### src/rtl/checkpoint_restore_ctrl.sv
// Branch checkpoint tracker: records which map-table column holds each in-flight branch's checkpoint
// and drives restore/invalidate requests when branches resolve. Define CHECKPOINT_RESTORE_CTRL_PERF_EN for perf counters.

package core_types_pkg;
    localparam int CHECKPOINT_COLUMNS = 4;
    localparam int ROB_INDEX_W        = 6;
    localparam int COLUMN_W           = $clog2(CHECKPOINT_COLUMNS);

    typedef logic [ROB_INDEX_W-1:0] ROB_index_t;
    typedef logic [COLUMN_W-1:0]    checkpoint_column_t;
endpackage

module checkpoint_restore_ctrl
    import core_types_pkg::*;
(
    input  logic               CLK,
    input  logic               nRST,

    input  logic               dispatch_branch_valid,
    input  ROB_index_t         dispatch_branch_ROB_index,
    output logic               dispatch_branch_ready,

    output logic               save_checkpoint_valid,
    output ROB_index_t         save_checkpoint_ROB_index,
    input  checkpoint_column_t save_checkpoint_safe_column,

    input  logic               resolve_valid,
    input  ROB_index_t         resolve_ROB_index,
    input  logic               resolve_mispredict,
    output logic               resolve_ready,

    output logic               restore_checkpoint_valid,
    output logic               restore_checkpoint_speculate_failed,
    output ROB_index_t         restore_checkpoint_ROB_index,
    output checkpoint_column_t restore_checkpoint_safe_column,
    input  logic               restore_checkpoint_success,

    output logic               restore_done_valid,
    output logic               restore_done_mispredict,
    output logic               resolve_miss,
    output logic               restore_fail,

    output logic [15:0]        mispredict_count,
    output logic [15:0]        correct_count
);

    localparam int                 COUNT_W   = $clog2(CHECKPOINT_COLUMNS + 1);
    localparam logic [COUNT_W-1:0] MAX_COUNT = COUNT_W'(CHECKPOINT_COLUMNS - 1);
    localparam logic [COUNT_W-1:0] ONE       = COUNT_W'(1);

    localparam logic [0:0] ST_IDLE = 1'b0;
    localparam logic [0:0] ST_REQ  = 1'b1;

    logic [0:0]                    r_state;
    logic [CHECKPOINT_COLUMNS-1:0] r_entry_valid;
    ROB_index_t                    r_entry_rob [CHECKPOINT_COLUMNS];
    logic [COUNT_W-1:0]            r_count;
    checkpoint_column_t            r_lat_column;
    ROB_index_t                    r_lat_rob;
    logic                          r_lat_mispredict;

    logic               w_idle;
    logic               w_req;
    logic               w_save;
    logic               w_resolve_accept;
    logic               w_cam_hit;
    checkpoint_column_t w_cam_column;
    checkpoint_column_t w_save_column;
    logic               w_done_mispredict;
    logic               w_done_correct;

    assign w_idle = (r_state == ST_IDLE);
    assign w_req  = (r_state == ST_REQ);

    // One column always stays free as the map table's working column.
    assign dispatch_branch_ready = w_idle & ~resolve_valid & (r_count < MAX_COUNT);
    assign resolve_ready         = w_idle;

    assign w_save                    = dispatch_branch_valid & dispatch_branch_ready;
    assign save_checkpoint_valid     = w_save;
    assign save_checkpoint_ROB_index = dispatch_branch_ROB_index;
    assign w_save_column = checkpoint_column_t'(int'(save_checkpoint_safe_column) % CHECKPOINT_COLUMNS);

    assign w_resolve_accept = resolve_valid & w_idle;

    // CAM over valid entries; lowest matching column wins if tags ever alias.
    always_comb begin
        // NOTE: every always_comb output gets a default first so no path can infer a latch.
        w_cam_hit    = 1'b0;
        w_cam_column = '0;
        for (int i = CHECKPOINT_COLUMNS - 1; i >= 0; i--) begin
            if (r_entry_valid[i] && (r_entry_rob[i] == resolve_ROB_index)) begin
                w_cam_hit    = 1'b1;
                w_cam_column = checkpoint_column_t'(i);
            end
        end
    end

    assign resolve_miss = w_resolve_accept & ~w_cam_hit;

    assign restore_checkpoint_valid            = w_req;
    assign restore_checkpoint_speculate_failed = w_req & r_lat_mispredict;
    assign restore_checkpoint_ROB_index        = w_req ? r_lat_rob    : '0;
    assign restore_checkpoint_safe_column      = w_req ? r_lat_column : '0;

    assign w_done_mispredict       = w_req & restore_checkpoint_success & r_lat_mispredict;
    assign w_done_correct          = w_req & restore_checkpoint_success & ~r_lat_mispredict;
    assign restore_done_valid      = w_done_mispredict | w_done_correct;
    assign restore_done_mispredict = w_done_mispredict;
    assign restore_fail            = w_req & ~restore_checkpoint_success;

    // NOTE: the ROB tag array has no reset; its valid bit gates every use of a tag.
    always_ff @(posedge CLK) begin
        if (w_save) begin
            r_entry_rob[w_save_column] <= dispatch_branch_ROB_index;
        end
    end

    always_ff @(posedge CLK or negedge nRST) begin
        if (!nRST) begin
            // NOTE: sequential state uses non-blocking assignments so every flop samples pre-edge values.
            r_state          <= ST_IDLE;
            r_entry_valid    <= '0;
            r_count          <= '0;
            r_lat_column     <= '0;
            r_lat_rob        <= '0;
            r_lat_mispredict <= 1'b0;
        end else begin
            if (w_save) begin
                r_entry_valid[w_save_column] <= 1'b1;
                r_count                      <= r_count + ONE;
            end

            if (w_resolve_accept && w_cam_hit) begin
                r_lat_column     <= w_cam_column;
                r_lat_rob        <= resolve_ROB_index;
                r_lat_mispredict <= resolve_mispredict;
                r_state          <= ST_REQ;
            end

            if (w_req) begin
                r_state <= ST_IDLE;
                if (w_done_mispredict) begin
                    // Mispredict squashes every younger branch along with this one.
                    r_entry_valid <= '0;
                    r_count       <= '0;
                end else begin
                    r_entry_valid[r_lat_column] <= 1'b0;
                    if (r_count != '0) begin
                        r_count <= r_count - ONE;
                    end
                end
            end
        end
    end

`ifdef CHECKPOINT_RESTORE_CTRL_PERF_EN
    logic [15:0] r_mispredict_count;
    logic [15:0] r_correct_count;

    always_ff @(posedge CLK or negedge nRST) begin
        if (!nRST) begin
            r_mispredict_count <= '0;
            r_correct_count    <= '0;
        end else begin
            if (w_done_mispredict && (r_mispredict_count != 16'hFFFF)) begin
                r_mispredict_count <= r_mispredict_count + 16'd1;
            end
            if (w_done_correct && (r_correct_count != 16'hFFFF)) begin
                r_correct_count <= r_correct_count + 16'd1;
            end
        end
    end

    assign mispredict_count = r_mispredict_count;
    assign correct_count    = r_correct_count;
`else
    assign mispredict_count = '0;
    assign correct_count    = '0;
`endif

endmodule
### config.mk
export PLATFORM = sky130hd
export DESIGN_NAME = checkpoint_restore_ctrl
export DESIGN_NICKNAME = d
export VERILOG_FILES = /design/src/rtl/checkpoint_restore_ctrl.sv
export SDC_FILE = /design/constraint.sdc
export NUM_CORES = 1
export LEC_CHECK = 0
export ABC_AREA = 0
export BUFFER_PORTS_ARGS = -buffer_cell sky130_fd_sc_hd__buf_2
export CORE_ASPECT_RATIO = 0.7
export CORE_MARGIN = 3
export CORE_UTILIZATION = 50
export DETAILED_ROUTE_END_ITERATION = 12
export HOLD_SLACK_MARGIN = 0.15
export PLACE_DENSITY = 0.79
export SLEW_MARGIN = 20
export SYNTH_ARGS = -nofsm -noshare
export SYNTH_HDL_FRONTEND = slang
export SYNTH_SLANG_ARGS = --single-unit
### constraint.sdc
create_clock -name CLK -period 2.7 [get_ports CLK]
set_clock_uncertainty 0.15 [all_clocks]
set_input_delay 0.27 -clock CLK [delete_from_list [all_inputs] [get_ports CLK]]
set_output_delay 0.27 -clock CLK [all_outputs]
set_load 0.02 [all_outputs]
Yosys cells after proc, flatten, opt, wreduce, memory -nomap -nowiden
Memories as Yosys holds them, arrays and structs flattened.
Index checks and enable logic that the tools add are counted.

operators by class
  $add $sub $neg = 2
  multiply operators = 0
  div/mod/pow operators = 0
  order comparisons = 5
  eq/ne operators = 4
  shift-type cells = 0
  multiplexer cells = 25
  bitwise logic cells = 19
  reductions and logical operators = 8

operators by type and width
  kind                   number
  $eq A6 B6 Y1           4
  $mux W3                4
  $mux W4                3
  $and A1 B1 Y1          10
  $mux W1                10
  $mux W2                5
  $logic_and A1 B1 Y1    7
  $lt A2 B3 Y1 const B   2
  $mux W6                1
  $not A1 Y1             5
  $and A4 B4 Y4          1
  $demux W1 S2           2
  $ge A2 B1 Y1 const B   2
  $not A4 Y4             1
  $or A4 B4 Y4           1
  $add A3 B1 Y3 const B  1
  $lt A3 B2 Y1 const B   1
  $reduce_bool A3 Y1     1
  $sub A3 B1 Y3 const B  1
  $or A1 B1 Y1           1

storage, ports and cells
  flip-flop bits (word level) = 17
  latch bits = 0
  RAM bits = 24
  ROM bits = 0
  word-level logic and storage cells = 70
  memories kept = 1

memories
  memory       words  bits a word  rd ports  clocked after memory_dff  wr ports  line  source
  r_entry_rob  4      6            4         0                         1         56    ROB_index_t r_entry_rob [CHECKPOINT_COLUMNS];

Longest topological paths before layout
An unclocked memory read counts as a cell.

  depth after elaboration = 10
  mapped depth = 7
  depth with buffers taken out = 7

Worst setup path before layout
No wires, ideal clock.

  path type = register to register
  start point = register r_state, in the netlist restore_checkpoint_valid
  end point = memory r_entry_rob[1][0] (netlist bit), enable pin
  setup time = 0.381 ns
  data arrival time = 2.051 ns
  required time = 2.169 ns
  setup slack = 0.118 ns
  cell stages (with the launch flop) = 4
  buffers on the path = 0
  period minus slack after synthesis = 2.582 ns
  cells stage by stage = dfrtp_1 > a2111oi_2 > nand2_1 > nor3b_1

between the ends
  word-level cells in the longest chain between the ends = 6

ends and longest elaborated chain
  element                        line  source
  start: declaration             54    logic [0:0] r_state;
  start signal: assignment       122   r_state <= ST_IDLE;
  start signal: assignment       138   r_state <= ST_REQ;
  start signal: assignment       142   r_state <= ST_IDLE;
  $not A1 Y1                     72    assign w_idle = (r_state == ST_IDLE);
  $and A1 B1 Y1 (2 in a row)     76    assign dispatch_branch_ready = w_idle & ~resolve_valid & (r_count < MAX_COUNT);
  net dispatch_branch_ready      21    output logic dispatch_branch_ready,
  $and A1 B1 Y1                  79    assign w_save = dispatch_branch_valid & dispatch_branch_ready;
  $mux W1                        114   if (w_save) begin
  $mux W1 (not written as such)  115   r_entry_rob[w_save_column] <= dispatch_branch_ROB_index;
  end: declaration               56

The timed path passes the listed nets, and every way through them passes these cells.

==> metrics.yaml <==
logic_synthesis:
  synth-seq-area-share_pct: 51.6
  ys_types: 34
  synth_area_um2: 2220
  avgSynthCellArea_um2: 11.8
  syn_inst: 188
  yosysWarningCount: 0
  yosysTopAreaCell: "edfxtp_1"
  yosysTopAreaCellShare_pct: 32.4
  async_reset_ff_share_pct: 41.5
  synth.area.top_cells: "edfxtp_1, dfrtp_1, buf_4, xnor2_1, xor2_1"
  ys_seq_elements: 41
  synth_edf_count: 24
  ys.flop_type: "edfxtp_1"
status:
  status: "finished clean"
finish:
  layout_commonest_cell: "buf_2"
  utilization_pct: 60.7
  final_layout_size_suffix_gt1_share_pct: 28.2
  final_cell_mix: "buf_2, conb_1, edfxtp_1"
  final_nets: 256
  final_area_um2: 2480
  area_growth_pct: 11.7
  final_cells: 286
  antenna_cells: 0
power:
  peakVddDrop_v: 0.000422
  clkPwrFrac_pct: 24.1
  powerDensity_nw_per_um2: 663
  static-leakage-power_nw: 1.12
  internal-power_mw: 1.12
  switching_power_uw: 523
  p_comb_share_pct: 23.0
  p_seq_share_pct: 52.9
  netSwitchingFraction_pct: 31.8
sta:
  hold_viol: 0
  fin_crit_sh_pct: 84.8
  worst_pin_slew_ns: 0.616
  rsz0062_at_grt: "no"
  fmax_mhz: 437
  setup_viol: 0
  timing.final.ws_setup_ns: 0.410
  final.setup.tns_ns: 0
  post-route-min-period_ns: 2.29
  relSlewSlack_pct: 58.6
  drv_slew: 0
placement:
  place_hpwl_um: 3170
  pre_cts_ws_ns: 0.451
  placed_cells: 270
  portBuffers: 42
  postPlaceCellArea_um2: 2310
  gp_congestion: 0.888
drt:
  viasPerCell: 4.83
  via_count: 1382
  remaining_drc_errors: 0
  drt-total-wl_um: 4240
  antenna_left: 0
  firstDrtPassIters: 4
  drt_iter0_markers: 131
  wl_per_cell_um: 14.8
setup_path:
  crit_path_end_kind: "primary output"
  critPathKind: "reg -> out"
  arrival_ns: 1.87
  r2r_slack_ns: 0.44
  cp_max_fo: 4
  reg2regPathDepth: 5
  worstPathRequired_ns: 2.28
  r2r_end: "r_entry_rob[2][1]"
  worstReg2RegStart: "r_count[0]"
  start_kind: "flop"
global_routing:
  grt_pass1_wl_um: 6510
  grt_max_degree: 18
  grt_pass1_vias: 1267
  gr-total-overflow: 0
  antenna_found_initial: 0
  grt_usage_pct: 16.7
clock_tree:
  clock_sinks: 41
  cts.reportedPaths.clkPinSlew_ns: 0.08
  cts_buffers: 5
  cts-root-buf: "clkbuf_8"
  cts_hold_buf: 8
  cts.repair.resized: 0
  clock_tree.buffer_depth: 2
  postCtsSetupBuffers: 0
  tritoncts: "built"
  h-tree-depth: 2
  clk_latency_ns: 0.30
min_path:
  whs_path_depth: 2
  min_to: "r_lat_rob[1]"
  worstHoldStart: "resolve_ROB_index[1]"
  hold_class: "in -> reg"
floorplanning:
  core-area_um2: 4090
  num_rows: 19
  die_h_um: 61.8
  die_area_um2: 5290
  die_w_um: 85.7
  start_util_pct: 54.3
  io_pins: 75
run:
  cap_violations: 0
-- power by group through the flow --
stage | Combinational [mW] | Clock [mW] | Sequential (mW)
5_1_grt | 0.420 | 0.434 | 0.886
2_1_floorplan | 0.319 | 0 | 0.853
3_5_place_dp | 0.367 | 0 | 0.879
4_1_cts | 0.377 | 0.403 | 0.868
3_3_place_gp | 0.359 | 0 | 0.874
6_report | 0.378 | 0.397 | 0.871
-- final cells by class --
type / count / area [um^2]
Sequential cell: 41 / 1150
Inverter: 9 / 33.8
Tap cell: 52 / 65.1
Clock buffer: 6 / 72.6
Fill cell: 334 / 1610
Clock inverter: 2 / 15.0
Multi-Input combinational cell: 123 / 836
Timing Repair Buffer: 53 / 313
-- cell families after synthesis --
family	count (synthesis)	share of synthesized area, %
flops	41	51.6
compound gates	17	6.53
simple gates	39	10.6
xor+xnor	25	9.85
fa+ha+maj	3	1.69
other cells	1	0.169
mux	7	3.55
buf+inv	55	16.0
-- flip-flops by register name, indices dropped and copies added (netlist names) --
name and flops:
r_entry_rob 24, r_lat_rob 6, r_entry_valid 4, r_count 3, r_lat_column 2, r_lat_mispredict 1, restore_checkpoint_valid 1
-- critical path, cell delays in order, from the launching register on --
cell	delay, ns
edfxtp_1	0.41
xor2_1	0.24
nor4_2	0.12
or4_1	0.52
nor2_1	0.11
buf_2	0.18
-- cell usage after synthesis (all sizes together) (2+ instances only) --
master   n
buf     42
edfxtp  24
dfrtp   17
xnor2   13
xor2    12
inv      9
nor2     9
and2     8
mux2     7
nand2    5
clkbuf   4
nand4    4
nor4     4
ha       3
o21ai    3
a211oi   2
a21oi    2
a311oi   2
a31oi    2
and3     2
o21a     2
or4      2
-- metal layers --
| layer | GRT usage, % | vias to the layer above | part of all wire, % |
|---|---|---|---|
| met5 | 0 | - | 0 |
| met4 | 5.19 | 0 | 0.97 |
| met3 | 5.27 | 4 | 10 |
| met2 | 23.0 | 72 | 41 |
| met1 | 25.0 | 647 | 48 |
| li1 | - | 659 | - |
-- how the worst max path moves through the flow --
| stage | startpoint | end | slack [ns] | cells past startpoint |
|---|---|---|---|---|
| floorplan | restore_checkpoint_valid | r_entry_rob[1][0] | 0.12 | 3 |
| global placement | r_count[0] | r_entry_rob[2][0] | 0.56 | 5 |
| detailed placement | r_count[0] | r_entry_rob[2][0] | 0.45 | 5 |
| CTS | r_entry_rob[1][0] | resolve_miss | 0.40 | 6 |
| global route | r_entry_rob[1][0] | resolve_miss | 0.25 | 6 |
| finish | r_entry_rob[1][4] | resolve_miss | 0.41 | 5 |
-- per-stage QoR --
step	hold WS (ns)	power (mW)
finish	0.189	1.65
global route	0.203	1.74
CTS	0.184	1.65
detailed placement	0.0629	1.25
global placement	0.0528	1.23
floorplan	-0.176	1.17
(Power assumes the default switching activity.)
